[src/rtl/spi3w_adc_slave_if.sv]
// Pin-level 3-wire SPI signals plus the register-write and frame-error sideband
// of the ADC configuration slave.
interface spi3w_adc_slave_if;
  logic       spi_clk_i;
  logic       spi_cs_n_i;
  logic       spi_data_i;
  logic       spi_data_o;
  logic       spi_data_oe_o;
  logic       reg_wr_stb_o;
  logic [6:0] reg_wr_addr_o;
  logic [7:0] reg_wr_data_o;
  logic       frame_err_o;

  modport slave (
    input  spi_clk_i,
    input  spi_cs_n_i,
    input  spi_data_i,
    output spi_data_o,
    output spi_data_oe_o,
    output reg_wr_stb_o,
    output reg_wr_addr_o,
    output reg_wr_data_o,
    output frame_err_o
  );

  modport master (
    output spi_clk_i,
    output spi_cs_n_i,
    output spi_data_i,
    input  spi_data_o,
    input  spi_data_oe_o,
    input  reg_wr_stb_o,
    input  reg_wr_addr_o,
    input  reg_wr_data_o,
    input  frame_err_o
  );
endinterface

[src/rtl/spi3w_adc_slave.sv]
// 3-wire SPI register slave: 16-bit R/W frames oversampled on sys_clk_i,
// ID register at 0x00, g_num_regs-1 writable 8-bit registers above it.
module spi3w_adc_slave #(
  parameter logic [7:0]  g_id_value = 8'hA5,
  parameter int unsigned g_num_regs = 16   // at most 128 (7-bit address space)
) (
  input  logic             sys_clk_i,
  input  logic             sys_rst_i,
  spi3w_adc_slave_if.slave bus
);

  localparam int unsigned ADDR_W = 7;
  localparam int unsigned DATA_W = 8;
  localparam int unsigned CNT_W  = 5;

  localparam logic [2:0] ST_IDLE    = 3'd0;
  localparam logic [2:0] ST_CMD     = 3'd1;
  localparam logic [2:0] ST_WR_DATA = 3'd2;
  localparam logic [2:0] ST_RD_DATA = 3'd3;
  localparam logic [2:0] ST_DONE    = 3'd4;

  logic [2:0]        clk_sync_q;
  logic [2:0]        cs_sync_q;
  logic [2:0]        din_sync_q;
  logic              clk_rise;
  logic              clk_fall;
  logic              cs_rise;
  logic              cs_fall;
  logic              din;

  logic [2:0]        state_q;
  logic [2:0]        state_d;
  logic [CNT_W-1:0]  bit_cnt_q;
  logic [ADDR_W-1:0] shift_q;
  logic [ADDR_W-1:0] addr_q;
  logic [DATA_W-1:0] shift_nxt;
  logic [DATA_W-1:0] tx_q;
  logic [DATA_W-1:0] rd_val;
  logic [DATA_W-1:0] regs_q [g_num_regs];

  logic              data_q;
  logic              oe_q;
  logic              wr_stb_q;
  logic              frame_err_q;
  logic [ADDR_W-1:0] wr_addr_q;
  logic [DATA_W-1:0] wr_data_q;

  logic              go_cmd;
  logic              shift_en;
  logic              cmd_done;
  logic              rd_load;
  logic              wr_commit;
  logic              tx_shift;
  logic              oe_set;
  logic              frame_end;
  logic              abort;

  // Two sync flops plus one history flop per pin; edges come from [1] vs [2]
  always_ff @(posedge sys_clk_i) begin
    if (sys_rst_i) begin
      clk_sync_q <= '0;
      cs_sync_q  <= '0;
      din_sync_q <= '0;
    end else begin
      clk_sync_q <= {clk_sync_q[1:0], bus.spi_clk_i};
      cs_sync_q  <= {cs_sync_q[1:0],  bus.spi_cs_n_i};
      din_sync_q <= {din_sync_q[1:0], bus.spi_data_i};
    end
  end

  assign clk_rise  =  clk_sync_q[1] & ~clk_sync_q[2];
  assign clk_fall  = ~clk_sync_q[1] &  clk_sync_q[2];
  assign cs_rise   =  cs_sync_q[1]  & ~cs_sync_q[2];
  assign cs_fall   = ~cs_sync_q[1]  &  cs_sync_q[2];
  assign din       =  din_sync_q[2];
  assign shift_nxt = {shift_q, din};

  always_ff @(posedge sys_clk_i) begin
    if (sys_rst_i) begin
      state_q <= ST_IDLE;
    end else begin
      state_q <= state_d;
    end
  end

  // CS rising edge wins over any spi_clk edge seen in the same cycle
  always_comb begin
    state_d   = state_q;
    go_cmd    = 1'b0;
    shift_en  = 1'b0;
    cmd_done  = 1'b0;
    rd_load   = 1'b0;
    wr_commit = 1'b0;
    tx_shift  = 1'b0;
    oe_set    = 1'b0;
    frame_end = 1'b0;
    abort     = 1'b0;
    if (cs_rise) begin
      state_d   = ST_IDLE;
      frame_end = 1'b1;
      abort     = (state_q == ST_CMD) || (state_q == ST_WR_DATA) ||
                  (state_q == ST_RD_DATA);
    end else begin
      case (state_q)
        ST_IDLE: begin
          if (cs_fall) begin
            state_d = ST_CMD;
            go_cmd  = 1'b1;
          end
        end
        ST_CMD: begin
          if (clk_rise) begin
            shift_en = 1'b1;
            if (bit_cnt_q == CNT_W'(7)) begin
              cmd_done = 1'b1;
              rd_load  = shift_nxt[7];
              state_d  = shift_nxt[7] ? ST_RD_DATA : ST_WR_DATA;
            end
          end
        end
        ST_WR_DATA: begin
          if (clk_rise) begin
            shift_en = 1'b1;
            if (bit_cnt_q == CNT_W'(15)) begin
              wr_commit = 1'b1;
              state_d   = ST_DONE;
            end
          end
        end
        ST_RD_DATA: begin
          if (clk_rise) begin
            shift_en = 1'b1;
            if (bit_cnt_q == CNT_W'(15)) begin
              state_d = ST_DONE;
            end
          end else if (clk_fall) begin
            tx_shift = 1'b1;
            oe_set   = (bit_cnt_q == CNT_W'(8));
          end
        end
        ST_DONE: begin
          state_d = ST_DONE;
        end
        default: begin
          state_d = ST_IDLE;
        end
      endcase
    end
  end

  // Read mux: ID at 0x00, zero for unimplemented addresses
  always_comb begin
    rd_val = '0;
    if (shift_nxt[ADDR_W-1:0] == '0) begin
      rd_val = g_id_value;
    end else begin
      for (int i = 1; i < int'(g_num_regs); i++) begin
        if (shift_nxt[ADDR_W-1:0] == ADDR_W'(i)) begin
          rd_val = regs_q[i];
        end
      end
    end
  end

  always_ff @(posedge sys_clk_i) begin
    if (sys_rst_i) begin
      bit_cnt_q   <= '0;
      shift_q     <= '0;
      addr_q      <= '0;
      tx_q        <= '0;
      data_q      <= 1'b0;
      oe_q        <= 1'b0;
      wr_stb_q    <= 1'b0;
      frame_err_q <= 1'b0;
      wr_addr_q   <= '0;
      wr_data_q   <= '0;
      for (int i = 0; i < int'(g_num_regs); i++) begin
        regs_q[i] <= '0;
      end
    end else begin
      wr_stb_q    <= wr_commit;
      frame_err_q <= abort;
      if (go_cmd) begin
        bit_cnt_q <= '0;
      end else if (shift_en) begin
        bit_cnt_q <= bit_cnt_q + CNT_W'(1);
      end
      if (shift_en) begin
        shift_q <= shift_nxt[ADDR_W-1:0];
      end
      if (cmd_done) begin
        addr_q <= shift_nxt[ADDR_W-1:0];
      end
      if (rd_load) begin
        tx_q <= rd_val;
      end
      if (wr_commit) begin
        wr_addr_q <= addr_q;
        wr_data_q <= shift_nxt;
      end
      // Address 0x00 and out-of-range addresses match no storage slot
      for (int i = 1; i < int'(g_num_regs); i++) begin
        if (wr_commit && (addr_q == ADDR_W'(i))) begin
          regs_q[i] <= shift_nxt;
        end
      end
      if (frame_end) begin
        oe_q   <= 1'b0;
        data_q <= 1'b0;
      end else if (tx_shift) begin
        data_q <= tx_q[7];
        tx_q   <= {tx_q[6:0], 1'b0};
        if (oe_set) begin
          oe_q <= 1'b1;
        end
      end
    end
  end

  assign bus.spi_data_o    = data_q;
  assign bus.spi_data_oe_o = oe_q;
  assign bus.reg_wr_stb_o  = wr_stb_q;
  assign bus.reg_wr_addr_o = wr_addr_q;
  assign bus.reg_wr_data_o = wr_data_q;
  assign bus.frame_err_o   = frame_err_q;

endmodule

[src/flat_wrapper.sv]
// flat-port wrapper written by rule: the top's interface ports become plain ports
module spi3w_adc_slave_flat 
#(
  parameter logic [7:0]  g_id_value = 8'hA5,
  parameter int unsigned g_num_regs = 16                                       
)
  (sys_clk_i, sys_rst_i, bus_spi_clk_i, bus_spi_cs_n_i, bus_spi_data_i, bus_spi_data_o, bus_spi_data_oe_o, bus_reg_wr_stb_o, bus_reg_wr_addr_o, bus_reg_wr_data_o, bus_frame_err_o);
  spi3w_adc_slave_if bus_i ();
  input  logic sys_clk_i;
  input  logic sys_rst_i;
  input wire logic [$bits(bus_i.spi_clk_i)-1:0] bus_spi_clk_i;
  input wire logic [$bits(bus_i.spi_cs_n_i)-1:0] bus_spi_cs_n_i;
  input wire logic [$bits(bus_i.spi_data_i)-1:0] bus_spi_data_i;
  output wire logic [$bits(bus_i.spi_data_o)-1:0] bus_spi_data_o;
  output wire logic [$bits(bus_i.spi_data_oe_o)-1:0] bus_spi_data_oe_o;
  output wire logic [$bits(bus_i.reg_wr_stb_o)-1:0] bus_reg_wr_stb_o;
  output wire logic [$bits(bus_i.reg_wr_addr_o)-1:0] bus_reg_wr_addr_o;
  output wire logic [$bits(bus_i.reg_wr_data_o)-1:0] bus_reg_wr_data_o;
  output wire logic [$bits(bus_i.frame_err_o)-1:0] bus_frame_err_o;
  assign bus_i.spi_clk_i = bus_spi_clk_i;
  assign bus_i.spi_cs_n_i = bus_spi_cs_n_i;
  assign bus_i.spi_data_i = bus_spi_data_i;
  assign bus_spi_data_o = bus_i.spi_data_o;
  assign bus_spi_data_oe_o = bus_i.spi_data_oe_o;
  assign bus_reg_wr_stb_o = bus_i.reg_wr_stb_o;
  assign bus_reg_wr_addr_o = bus_i.reg_wr_addr_o;
  assign bus_reg_wr_data_o = bus_i.reg_wr_data_o;
  assign bus_frame_err_o = bus_i.frame_err_o;
  spi3w_adc_slave #(.g_id_value(g_id_value), .g_num_regs(g_num_regs)) u_core (.sys_clk_i(sys_clk_i), .sys_rst_i(sys_rst_i), .bus(bus_i));
endmodule
[config.mk]
export PLATFORM = sky130hd
export DESIGN_NAME = spi3w_adc_slave_flat
export DESIGN_NICKNAME = d
export VERILOG_FILES = /design/src/rtl/spi3w_adc_slave_if.sv /design/src/rtl/spi3w_adc_slave.sv /design/src/flat_wrapper.sv
export SDC_FILE = /design/constraint.sdc
export NUM_CORES = 1
export LEC_CHECK = 0
export CORE_MARGIN = 3
export CORE_UTILIZATION = 55
export CTS_BUF_LIST = sky130_fd_sc_hd__clkbuf_8 sky130_fd_sc_hd__clkbuf_16
export DETAILED_ROUTE_END_ITERATION = 6
export GPL_ROUTABILITY_DRIVEN = 0
export HOLD_SLACK_MARGIN = 0.05
export PLACE_DENSITY = 0.74
export RECOVER_POWER = 100
export REMOVE_ABC_BUFFERS = 1
export SLEW_MARGIN = 5
export SYNTH_ARGS = -nofsm -noshare
export SYNTH_HDL_FRONTEND = slang
export SYNTH_SLANG_ARGS = --single-unit
export TNS_END_PERCENT = 20
[constraint.sdc]
create_clock -name sys_clk_i -period 2.91 [get_ports sys_clk_i]
set_clock_uncertainty 0.2 [all_clocks]
set_input_delay 0.582 -clock sys_clk_i [delete_from_list [all_inputs] [get_ports sys_clk_i]]
set_output_delay 0.582 -clock sys_clk_i [all_outputs]
set_load 0.02 [all_outputs]
==> results.cfg, run 1 <==
[status]
status = finished clean

[synthesis]
synth_flop_cell = edfxtp_1
ys_ff_latch = 178
syn_avg_cell_area_um2 = 11.2
synth_area_um2 = 7730
yosys-top-cells-area = edfxtp_1 47%, dfxtp_1 15%, nor2_1 5.8%, nand2_1 3.5%, mux4_2 2.6%
yosysTopAreaCell = edfxtp_1
postSynthCellCount = 690
async_reset_ff_share_pct = 0
yosysWarnings = 0
synth_edf_count = 120
synth.top_cell.area_share_pct = 46.6
ys_seq_area_share_pct = 61.6
ys_types = 61

[layout]
nFillCells = 1000
antenna_cells = 0
post_route_cells_drive_above_1_share_pct = 14.2
final_cell_mix = 120 x nor2_1, 120 x edfxtp_1, 65 x nand2_1, 57 x dfxtp_1, 27 x a21oi_1
post-route-util_pct = 66.3
area_growth_pct = 15.8
finalNetCount = 743

[critical_path]
cp-end-kind = flop
regToRegSetupSlack_ns = 0.14
slowest_delay_ns = 0.40
cp_max_fo = 8
critical_path_class = reg2reg
startpoint = u_core.bit_cnt_q[0]$_SDFFE_PP0P_
crit_top_cell = ha_1
slowest_stage = dfxtp_1
crit_arrival_ns = 2.69
path_cells = ha_1 -> and3_1 -> ha_1 -> nand4b_1 -> or2_4 -> nor4b_2 -> buf_4 -> nand3_1 -> nand2_2
r2r-end = u_core.regs_q[1][39]$_DFFE_PP_
setup.worst_path.start_class = flop
cp.required_ns = 2.84
reg2reg_from = u_core.bit_cnt_q[0]$_SDFFE_PP0P_
r2r_cells = 9

[sta]
drv_slew = 0
period_minus_slack_ns = 2.77
max_slew_margin_pct = 45.9
timing.final.ws_setup_ns = 0.145
fmax_ghz = 0.362
rsz0062_at_grt = false
finalHoldViolations = 0
setup-violations-final = 0
worst_slew_pin_slew_ns = 0.811
fin_tns_setup_ns = 0
period_share_pct = 95.0

[die]
dieHeight_um = 125
num_rows = 42
start_util_pct = 57.3
dieArea_um2 = 15500
die_width_um = 125
io_pins = 24
coreArea_um2 = 13500

[drt]
drt_iter0_drc = 817
vias = 5770
firstDrtPassIters = 6
viasPerCell = 6.24
drc_errors = 0
postRouteAntennaNets = 0
routedWlPerCell_um = 21.0
routed_wl_mm = 19.4

[global_route]
grt.overflow.total = 0
grt_pass1_wl_mm = 30.5
grt_pass1_vias = 5554
grt.total_usage_pct = 25.5
grt_max_degree = 45
antenna_found_initial = 0

[placed_design]
dp_slack_ns = 0.0215
numPortBuffers = 23
dp_hpwl_mm = 13.4

[pwr]
p_leak_uw = 0.00308
finalPower_uw = 5210
powerDensity_nw_per_um2 = 581
ir_drop_mv = 0.600

[clock_tree]
cts_buffer_depth = 2
cts_max_level = 4
worstSkewPairLatency_ns = 0.44
numCtsBuffers = 17
root_buffer = clkbuf_16
path_clk_slew_ns = 0.07
cts_hold_buf = 0
clock_sinks = 178
tritoncts = yes

[worst_hold_path]
hold_end = u_core.clk_sync_q[1]$_SDFF_PP0_
worstHoldPathType = reg2reg
min_from = u_core.clk_sync_q[0]$_SDFF_PP0_
min_delay_path_depth = 1

[run]
drv_cap = 0
==> layer usage <==
| metal | up-vias | share of wire, % | wire length [um] | global-route usage, % |
|---|---|---|---|---|
| li1 | 2599 | - | - | - |
| met1 | 2781 | 40 | 7810 | 33.7 |
| met2 | 333 | 47 | 9150 | 40.6 |
| met3 | 57 | 9.4 | 1820 | 6.13 |
| met4 | 0 | 3.2 | 625 | 10.4 |
| met5 | - | 0 | 0 | 0 |
==> state kept, by name (all words and copies together), names as in the netlist, 3 cells and up <==
register / count
u_core.shift_q: 7
u_core.state_q: 3
u_core.tx_q: 8
u_core.clk_sync_q: 3
u_core.bit_cnt_q: 5
u_core.bus.reg_wr_addr_o: 7
u_core.din_sync_q: 3
u_core.cs_sync_q: 3
u_core.bus.reg_wr_data_o: 8
u_core.addr_q: 7
u_core.regs_q: 120
==> power breakdown <==
group	internal (uW)	total, uW	switching [uW]
registers	2770	2800	33.5
logic	53.0	149	96.0
clock network	1180	2260	1080
==> stage by stage <==
step	area, um^2	std cells	hold WS [ns]
global route	8950	924	0.258
detailed placement	8380	891	0.229
CTS	8980	923	0.238
global placement	8380	891	0.218
finish	8950	924	0.236
floorplan	7540	645	0.214
==> worst max-delay path by stage <==
stage | end | slack (ns) | cells past startpoint
5_1_grt | u_core.regs_q[0][49]$_SDFFCE_PN0P_ | 0.01 | 9
6_report | u_core.regs_q[1][39]$_DFFE_PP_ | 0.14 | 9
2_1_floorplan | u_core.tx_q[0]$_SDFF_PP0_ | 0.14 | 5
3_5_place_dp | u_core.regs_q[1][38]$_DFFE_PP_ | 0.02 | 9
3_3_place_gp | u_core.regs_q[1][35]$_DFFE_PP_ | 0.13 | 9
4_1_cts | u_core.regs_q[1][34]$_DFFE_PP_ | 0.01 | 9
==> final cells by class <==
type | count | area (um^2) | area share [%]
tap | 176 | 220 | 2.46
multi-input combinational | 445 | 2720 | 30.4
timing repair buffer | 71 | 571 | 6.37
clock inverter | 14 | 155 | 1.73
sequential | 178 | 4770 | 53.2
clock buffer | 18 | 439 | 4.90
inverter | 22 | 82.6 | 0.922
==> Yosys cell counts, types with 3 or more instances <==
cell type    n
mux4_2       9
clkbuf_1    28
o2111ai_1    4
edfxtp_1   120
o211ai_1     4
mux2i_1     20
a221oi_1     9
nor2b_1     17
ha_1         3
nor2_1     120
nand2b_1     9
a21o_1       4
nand4b_1     3
a31oi_1      5
or3_1        8
nor4b_1      4
nor3_1      10
o31ai_1      4
nor4_1       6
o22ai_1      3
nand2_1     72
buf_1        6
or2_2        3
buf_2        9
a21oi_1     27
inv_1       22
o21ai_0     24
a211oi_1     6
dfxtp_1     58
nand3_1     13
nand4_1      7
mux2_2       9
==> logic make-up (layout without fill, tap and decap cells) <==
kind of cell / count (synthesis) / in the layout / synth area share [%]
compound gates: 114 / 114 / 9.95
flops: 178 / 178 / 61.6
buf+inv: 67 / 125 / 3.59
simple gates: 287 / 287 / 17.5
mux: 38 / 38 / 6.52
xor+xnor: 3 / 3 / 0.340
fa+ha+maj: 3 / 3 / 0.485
==> critical path, delay by kind of cell, from the launching register on <==
| kind | cells | cell delay [ns] |
|---|---|---|
| adder cells (fa/ha/maj) | 2 | 0.39 |
| buffers and inverters | 1 | 0.20 |
| flip-flops | 1 | 0.40 |
| AND/OR/NAND/NOR | 6 | 1.27 |
==> repair_timing <==
item	4_1_cts	5_1_grt
setup endpoints to repair	32	104
pin swaps	0	2
resized for setup	4	9
buffers inserted	0	1
No activity file was read; power rests on OpenSTA's default activity.
==> inputs of run 2 (changes only) <==
--- a/config.mk
+++ b/config.mk
@@ -5,13 +5,15 @@
 export SDC_FILE = /design/constraint.sdc
 export NUM_CORES = 1
 export LEC_CHECK = 0
+export CAP_MARGIN = 30
 export CORE_MARGIN = 3
 export CORE_UTILIZATION = 55
 export CTS_BUF_LIST = sky130_fd_sc_hd__clkbuf_8 sky130_fd_sc_hd__clkbuf_16
 export DETAILED_ROUTE_END_ITERATION = 6
 export GPL_ROUTABILITY_DRIVEN = 0
+export GPL_TIMING_DRIVEN = 0
 export HOLD_SLACK_MARGIN = 0.05
-export PLACE_DENSITY = 0.74
+export PLACE_DENSITY = 0.75
 export RECOVER_POWER = 100
 export REMOVE_ABC_BUFFERS = 1
 export SLEW_MARGIN = 5
==> run 2 against run 1 <==
  * Clock power down 6%
  * Critical path type unchanged
  * Sequential cell count did not move
  * Core utilization down 1.0 points
  * Combinational power hardly changed
  * Total power down 2.5%
  * Critical endpoint is now u_core.regs_q[0][50]$_SDFFCE_PN0P_
  * Die area unchanged
  * Global-route usage down 0.20 points
  * Clock-buffer cell count shrank 1
==> results.cfg, run 2 (synthesized netlist as in run 1, its figures left out) <==
[status]
status = finished clean

[clock_tree]
worstSkewPairLatency_ns = 0.44
tritoncts = yes
cts_max_level = 4
cts_buffer_depth = 2
path_clk_slew_ns = 0.06
root_buffer = clkbuf_16
clock_sinks = 178
numCtsBuffers = 17

[layout]
area_growth_pct = 14.0
largest_reg_flops = 120
mostFrequentLayoutCell = edfxtp_1
post_route_cells_drive_above_1_share_pct = 13.6
antenna_cells = 0
seqCellArea_um2 = 4780
finalNetCount = 708
final_cell_mix = 120 x edfxtp_1, 119 x nor2_1, 57 x nand2_1, 53 x dfxtp_1, 27 x a21oi_1
nFillCells = 1008
final_area_um2 = 8820
multi_input_area_um2 = 2850
regMostFlops = u_core.regs_q
stdcell_count = 889

[critical_path]
cp.required_ns = 2.84
critical_path_class = reg2reg
r2r-end = u_core.regs_q[0][50]$_SDFFCE_PN0P_
cp_max_fo = 9
r2r_cells = 8
setup.worst_path.start_class = flop
regToRegSetupSlack_ns = 0.08
reg2reg_from = u_core.bit_cnt_q[0]$_SDFFE_PP0P_
startpoint = u_core.bit_cnt_q[0]$_SDFFE_PP0P_
cp-end-kind = flop
crit_arrival_ns = 2.77

[placed_design]
dp_hpwl_mm = 12.7
dp_slack_ns = -0.629
placed_cells = 852
numPortBuffers = 23
postPlaceCellArea_um2 = 8090

[global_route]
grt.overflow.total = 0
grt_max_degree = 47
use_met2_pct = 39.9
met1_usage_pct = 32.8
antenna_found_initial = 0
grt.total_usage_pct = 25.3
grt_util_met3_pct = 7.12
grt_pass1_vias = 5443
grt.busiest_layer = met2
grt_pass1_wl_mm = 30.2

[worst_hold_path]
worstHoldPathType = reg2reg
min_from = u_core.clk_sync_q[0]$_SDFF_PP0_
hold_end = u_core.clk_sync_q[1]$_SDFF_PP0_
min_delay_path_depth = 1

[die]
num_rows = 42
dieArea_um2 = 15500
dieHeight_um = 125
start_util_pct = 57.3
die_width_um = 125
io_pins = 24
coreArea_um2 = 13500

[sta]
timing.final.ws_setup_ns = 0.0783
period_share_pct = 97.3
setup-violations-final = 0
fin_tns_setup_ns = 0
drv_slew = 0
rsz0062_at_grt = true
fmax_ghz = 0.353
period_minus_slack_ns = 2.83
max_slew_margin_pct = 36.6
finalHoldViolations = 0
worst_slew_pin_slew_ns = 0.948

[drt]
vias = 5636
postRouteAntennaNets = 0
drt_iter0_drc = 896
routedWlPerCell_um = 21.7
firstDrtPassIters = 6
viasPerCell = 6.34
routed_wl_mm = 19.3
drc_errors = 0

[pwr]
finalPower_uw = 5080
powerDensity_nw_per_um2 = 576
p_leak_uw = 0.00294
ir_drop_mv = 0.655

[run]
drv_cap = 0
## run 2: changes by cell type in the layout (fill, tap and decap cells not counted), moves of 4 or more
| cell | previous run | this run |
|---|---|---|
| inv_8 | 5 | 0 |
| clkbuf_2 | 11 | 1 |
| nand2_4 | 1 | 6 |
| dfxtp_1 | 57 | 53 |
| nand2_1 | 65 | 57 |
| clkbuf_1 | 8 | 0 |
| buf_4 | 26 | 7 |
| o21ai_0 | 24 | 20 |
| clkinvlp_4 | 0 | 5 |
## run 2: how the worst max path moves through the flow
stage | slack [ns] | end
after global placement | -1.45 | u_core.regs_q[1][52]$_DFFE_PP_
after detailed placement | -0.63 | u_core.regs_q[0][8]$_SDFFCE_PN0P_
final | 0.08 | u_core.regs_q[0][50]$_SDFFCE_PN0P_
after global routing | -0.006 | u_core.regs_q[1][22]$_DFFE_PP_
after floorplan | 0.14 | u_core.tx_q[0]$_SDFF_PP0_
after CTS | -0.06 | u_core.tx_q[5]$_SDFF_PP0_
## run 2: metrics by stage
| step | hold slack [ns] | utilization [%] |
|---|---|---|
| finish | 0.242 | 65.3 |
| global route | 0.251 | 65.3 |
| CTS | 0.243 | 64.8 |
| detailed placement | 0.240 | 59.9 |
| global placement | 0.219 | 59.1 |
| floorplan | 0.214 | - |
## run 2: critical path: stages (launching register included)
cell and delay, ns:
dfxtp_4 0.38, ha_4 0.14, and3_1 0.16, ha_2 0.18, nand4b_1 0.22, nor2_2 0.22
nand4_1 0.30, or3b_4 0.58, nand2_8 0.14
## run 2: repair_timing
action,4_1_cts,5_1_grt
gates cloned,1,0
hold buffers,0,0
setup endpoints to repair,160,119
buffers inserted,1,1
gates resized for setup,38,12
pin swaps,3,1
## run 2: area by class of cell
type,count,share of cell area (%)
sequential,178,54.2
multi-input combinational,445,32.3
clock buffer,17,4.83
timing repair buffer,35,3.79
tap,176,2.50
clock inverter,15,1.33
inverter,22,0.979
timing repair inverter,1,0.0852
## run 2: layer usage
metal	share of wire, %	vias to the layer above
li1	-	2527
met1	39	2727
met2	48	318
met3	9.0	64
met4	3.4	0
met5	0	-
## run 2: power breakdown
group	internal, uW	switching, uW
clock network	1170	963
logic	49.1	98.3
registers	2770	32.9
total	3980	1090
==> inputs of run 3 (changes only) <==
--- a/config.mk
+++ b/config.mk
@@ -5,6 +5,7 @@
 export SDC_FILE = /design/constraint.sdc
 export NUM_CORES = 1
 export LEC_CHECK = 0
+export ABC_AREA = 1
 export CAP_MARGIN = 30
 export CORE_MARGIN = 3
 export CORE_UTILIZATION = 55
==> run 3 against run 2 <==
  * Wire length fell by 12%
  * Critical path depth rose by 2
  * Setup slack improved by 0.076 ns
  * Final cell count rose by 15%
  * Sequential cell count did not move
  * Clock power barely moved
  * Global-route usage fell by 1.5 points
  * Sequential share of layout area rose by 0.21 points
  * Critical endpoint is now u_core.regs_q[1][6]$_SDFFCE_PN0P_
  * Highest routed layer unchanged
==> results.cfg, run 3 <==
[die]
dieHeight_um = 123
io_pins = 24
dieArea_um2 = 15100
die_width_um = 123
coreArea_um2 = 13300
start_util_pct = 56.6
num_rows = 42

[global_route]
grt_max_degree = 30
grt.overflow.total = 0
grt.total_usage_pct = 23.7
antenna_found_initial = 0
grt_pass1_wl_mm = 27.1
grt_pass1_vias = 5545

[placed_design]
dp_hpwl_mm = 11.6
postPlaceCellArea_um2 = 7960
numPortBuffers = 23

[critical_path]
critical_path_class = reg2reg
path_cells = ha_1 -> nand2_1 -> nor2_1 -> ha_1 -> nand4_1 -> bufinv_8 -> nand2_2 -> nor3_2 -> nand2_2 -> nand2_2
crit_arrival_ns = 2.67
cp_max_fo = 9
cp_num_buf_inv = 1
crit_top_cell = nand2_2
reg2reg_from = u_core.bit_cnt_q[0]$_SDFFE_PP0P_
r2r-end = u_core.regs_q[1][6]$_SDFFCE_PN0P_
cp_top_family = simple AND/OR/NAND/NOR gates
r2r_cells = 10
cp.required_ns = 2.82
cp-end-kind = flop
slowest_stage = dfxtp_1
slowest_delay_ns = 0.35
setup.worst_path.start_class = flop
regToRegSetupSlack_ns = 0.15

[worst_hold_path]
min_delay_path_depth = 2
min_from = u_core.clk_sync_q[0]$_SDFF_PP0_
worstHoldPathType = reg2reg
hold_end = u_core.clk_sync_q[1]$_SDFF_PP0_

[layout]
mostFrequentLayoutCell = nor2_1
regMostFlops = u_core.regs_q
largest_reg_flops = 120
antenna_cells = 0
final_area_um2 = 8760
final_cell_mix = 149 x nor2_1, 125 x nand2_1, 120 x edfxtp_1, 77 x inv_1, 59 x a21oi_1
finalNetCount = 841
post_route_cells_drive_above_1_share_pct = 13.2
area_growth_pct = 16.4

[drt]
vias = 5659
drt_iter0_drc = 469
routedWlPerCell_um = 16.7
routed_wl_mm = 17.0
viasPerCell = 5.54
postRouteAntennaNets = 0
firstDrtPassIters = 5
drc_errors = 0

[clock_tree]
tritoncts = yes
worstSkewPairLatency_ns = 0.43
path_clk_slew_ns = 0.06
root_buffer = clkbuf_16
numCtsBuffers = 17
cts_buffer_depth = 2
clock_sinks = 178
cts_max_level = 4

[synthesis]
yosys-top-cells-area = edfxtp_1 48%, dfxtp_1 15%, nor2_1 7.4%, nand2_1 7.2%, a21oi_1 3.9%
ys_ff_latch = 178
ys_types = 30
syn_avg_cell_area_um2 = 9.54
synth_area_um2 = 7520
postSynthCellCount = 789
synth.top_cell.area_share_pct = 47.9
yosysWarnings = 0
synth_common_cells = 149 x nor2_1, 144 x nand2_1, 120 x edfxtp_1
synth_edf_count = 120
yosysTopAreaCell = edfxtp_1
async_reset_ff_share_pct = 0
yosysMostFrequentCell = nor2_1
ys_seq_area_share_pct = 63.3
synth_flop_cell = edfxtp_1

[sta]
worst_slew_pin_slew_ns = 0.756
fmax_ghz = 0.363
drv_slew = 0
setup-violations-final = 0
period_minus_slack_ns = 2.76
period_share_pct = 94.7
max_slew_margin_pct = 49.4
finalHoldViolations = 0

[pwr]
finalPower_uw = 5050
p_leak_uw = 0.00332
powerDensity_nw_per_um2 = 577
ir_drop_mv = 0.416

[run]
drv_cap = 0

[status]
status = finished clean
run 3: cell types whose count changed after synthesis, moves of 20 or more:
cell,delta
nand2_1,+72
o21ai_0,+24
mux2i_1,-20
nor2_1,+29
inv_1,+50
a21oi_1,+32
run 3: how the worst max path moves through the flow:
| stage | startpoint | end | slack, ns | cells after the start |
|---|---|---|---|---|
| 4_1_cts | u_core.bit_cnt_q[0]$_SDFFE_PP0P_ | u_core.regs_q[1][40]$_DFFE_PP_ | -0.03 | 11 |
| 3_3_place_gp | sys_rst_i | u_core.regs_q[1][49]$_DFFE_PP_ | -1.37 | 3 |
| 6_report | u_core.bit_cnt_q[0]$_SDFFE_PP0P_ | u_core.regs_q[1][6]$_SDFFCE_PN0P_ | 0.15 | 10 |
| 2_1_floorplan | u_core.bit_cnt_q[0]$_SDFFE_PP0P_ | u_core.regs_q[1][16]$_DFFE_PP_ | 0.1 | 10 |
| 3_5_place_dp | sys_rst_i | u_core.regs_q[1][54]$_DFFE_PP_ | -0.84 | 5 |
| 5_1_grt | u_core.bit_cnt_q[0]$_SDFFE_PP0P_ | u_core.regs_q[1][6]$_SDFFCE_PN0P_ | -0.02 | 10 |
run 3: worst min-delay path, stage by stage, from the launching register on:
cell	delay (ns)
dfxtp_1	0.30
inv_1	0.04
nor2_1	0.03
run 3: per-stage QoR:
stage / TNS, ns / hold WS [ns] / util [%] / cells / setup WS [ns]
floorplan: 0 / 0.188 / - / 775 / 0.0968
global placement: -148.76 / 0.189 / 59.6 / 974 / -1.37
detailed placement: -94.31 / 0.199 / 59.9 / 980 / -0.842
CTS: -0.435 / 0.214 / 64.6 / 1013 / -0.0305
global route: -0.0824 / 0.233 / 65.9 / 1022 / -0.0155
finish: 0 / 0.216 / 65.9 / 1022 / 0.154
run 3: routing by layer:
metal / vias up / wire [um] / global-route usage, %
met2: 219 / 8270 / 38.0
met5: - / 0 / 0
met4: 0 / 396 / 8.89
met3: 38 / 1170 / 5.54
met1: 2681 / 7200 / 31.8
li1: 2721 / - / -
run 3: what timing repair did:
| action | 4_1_cts | 5_1_grt |
|---|---|---|
| setup endpoints to repair | 127 | 151 |
| hold buffers | 0 | 0 |
| pin swaps | 0 | 5 |
| resized for setup | 28 | 29 |
| setup buffers | 0 | 8 |
| cloned | 1 | 1 |
| hold endpoints to repair | 0 | 0 |
run 3: cells by family after synthesis:
family,Yosys count,share of synthesized area [%]
adder cells (fa/ha/maj),3,0.499
buffers and inverters,108,5.44
AO/OA/AOI/OAI,113,7.67
flip-flops,178,63.3
AND/OR/NAND/NOR,387,23.1
run 3: power breakdown:
| part | internal [uW] | switching, uW |
|---|---|---|
| Combinational | 45.1 | 123 |
| Sequential | 2750 | 20.8 |
| Clock | 1210 | 896 |
run 3: final cells by class:
| cell class | count | area, um^2 |
|---|---|---|
| Fill cell | 995 | 4540 |
| Inverter | 94 | 370 |
| Tap cell | 176 | 220 |
| Timing Repair Buffer | 37 | 348 |
| Clock inverter | 11 | 47.5 |
| Sequential cell | 178 | 4760 |
| Timing Repair inverter | 2 | 10.0 |
| Clock buffer | 21 | 503 |
| Multi-Input combinational cell | 503 | 2490 |
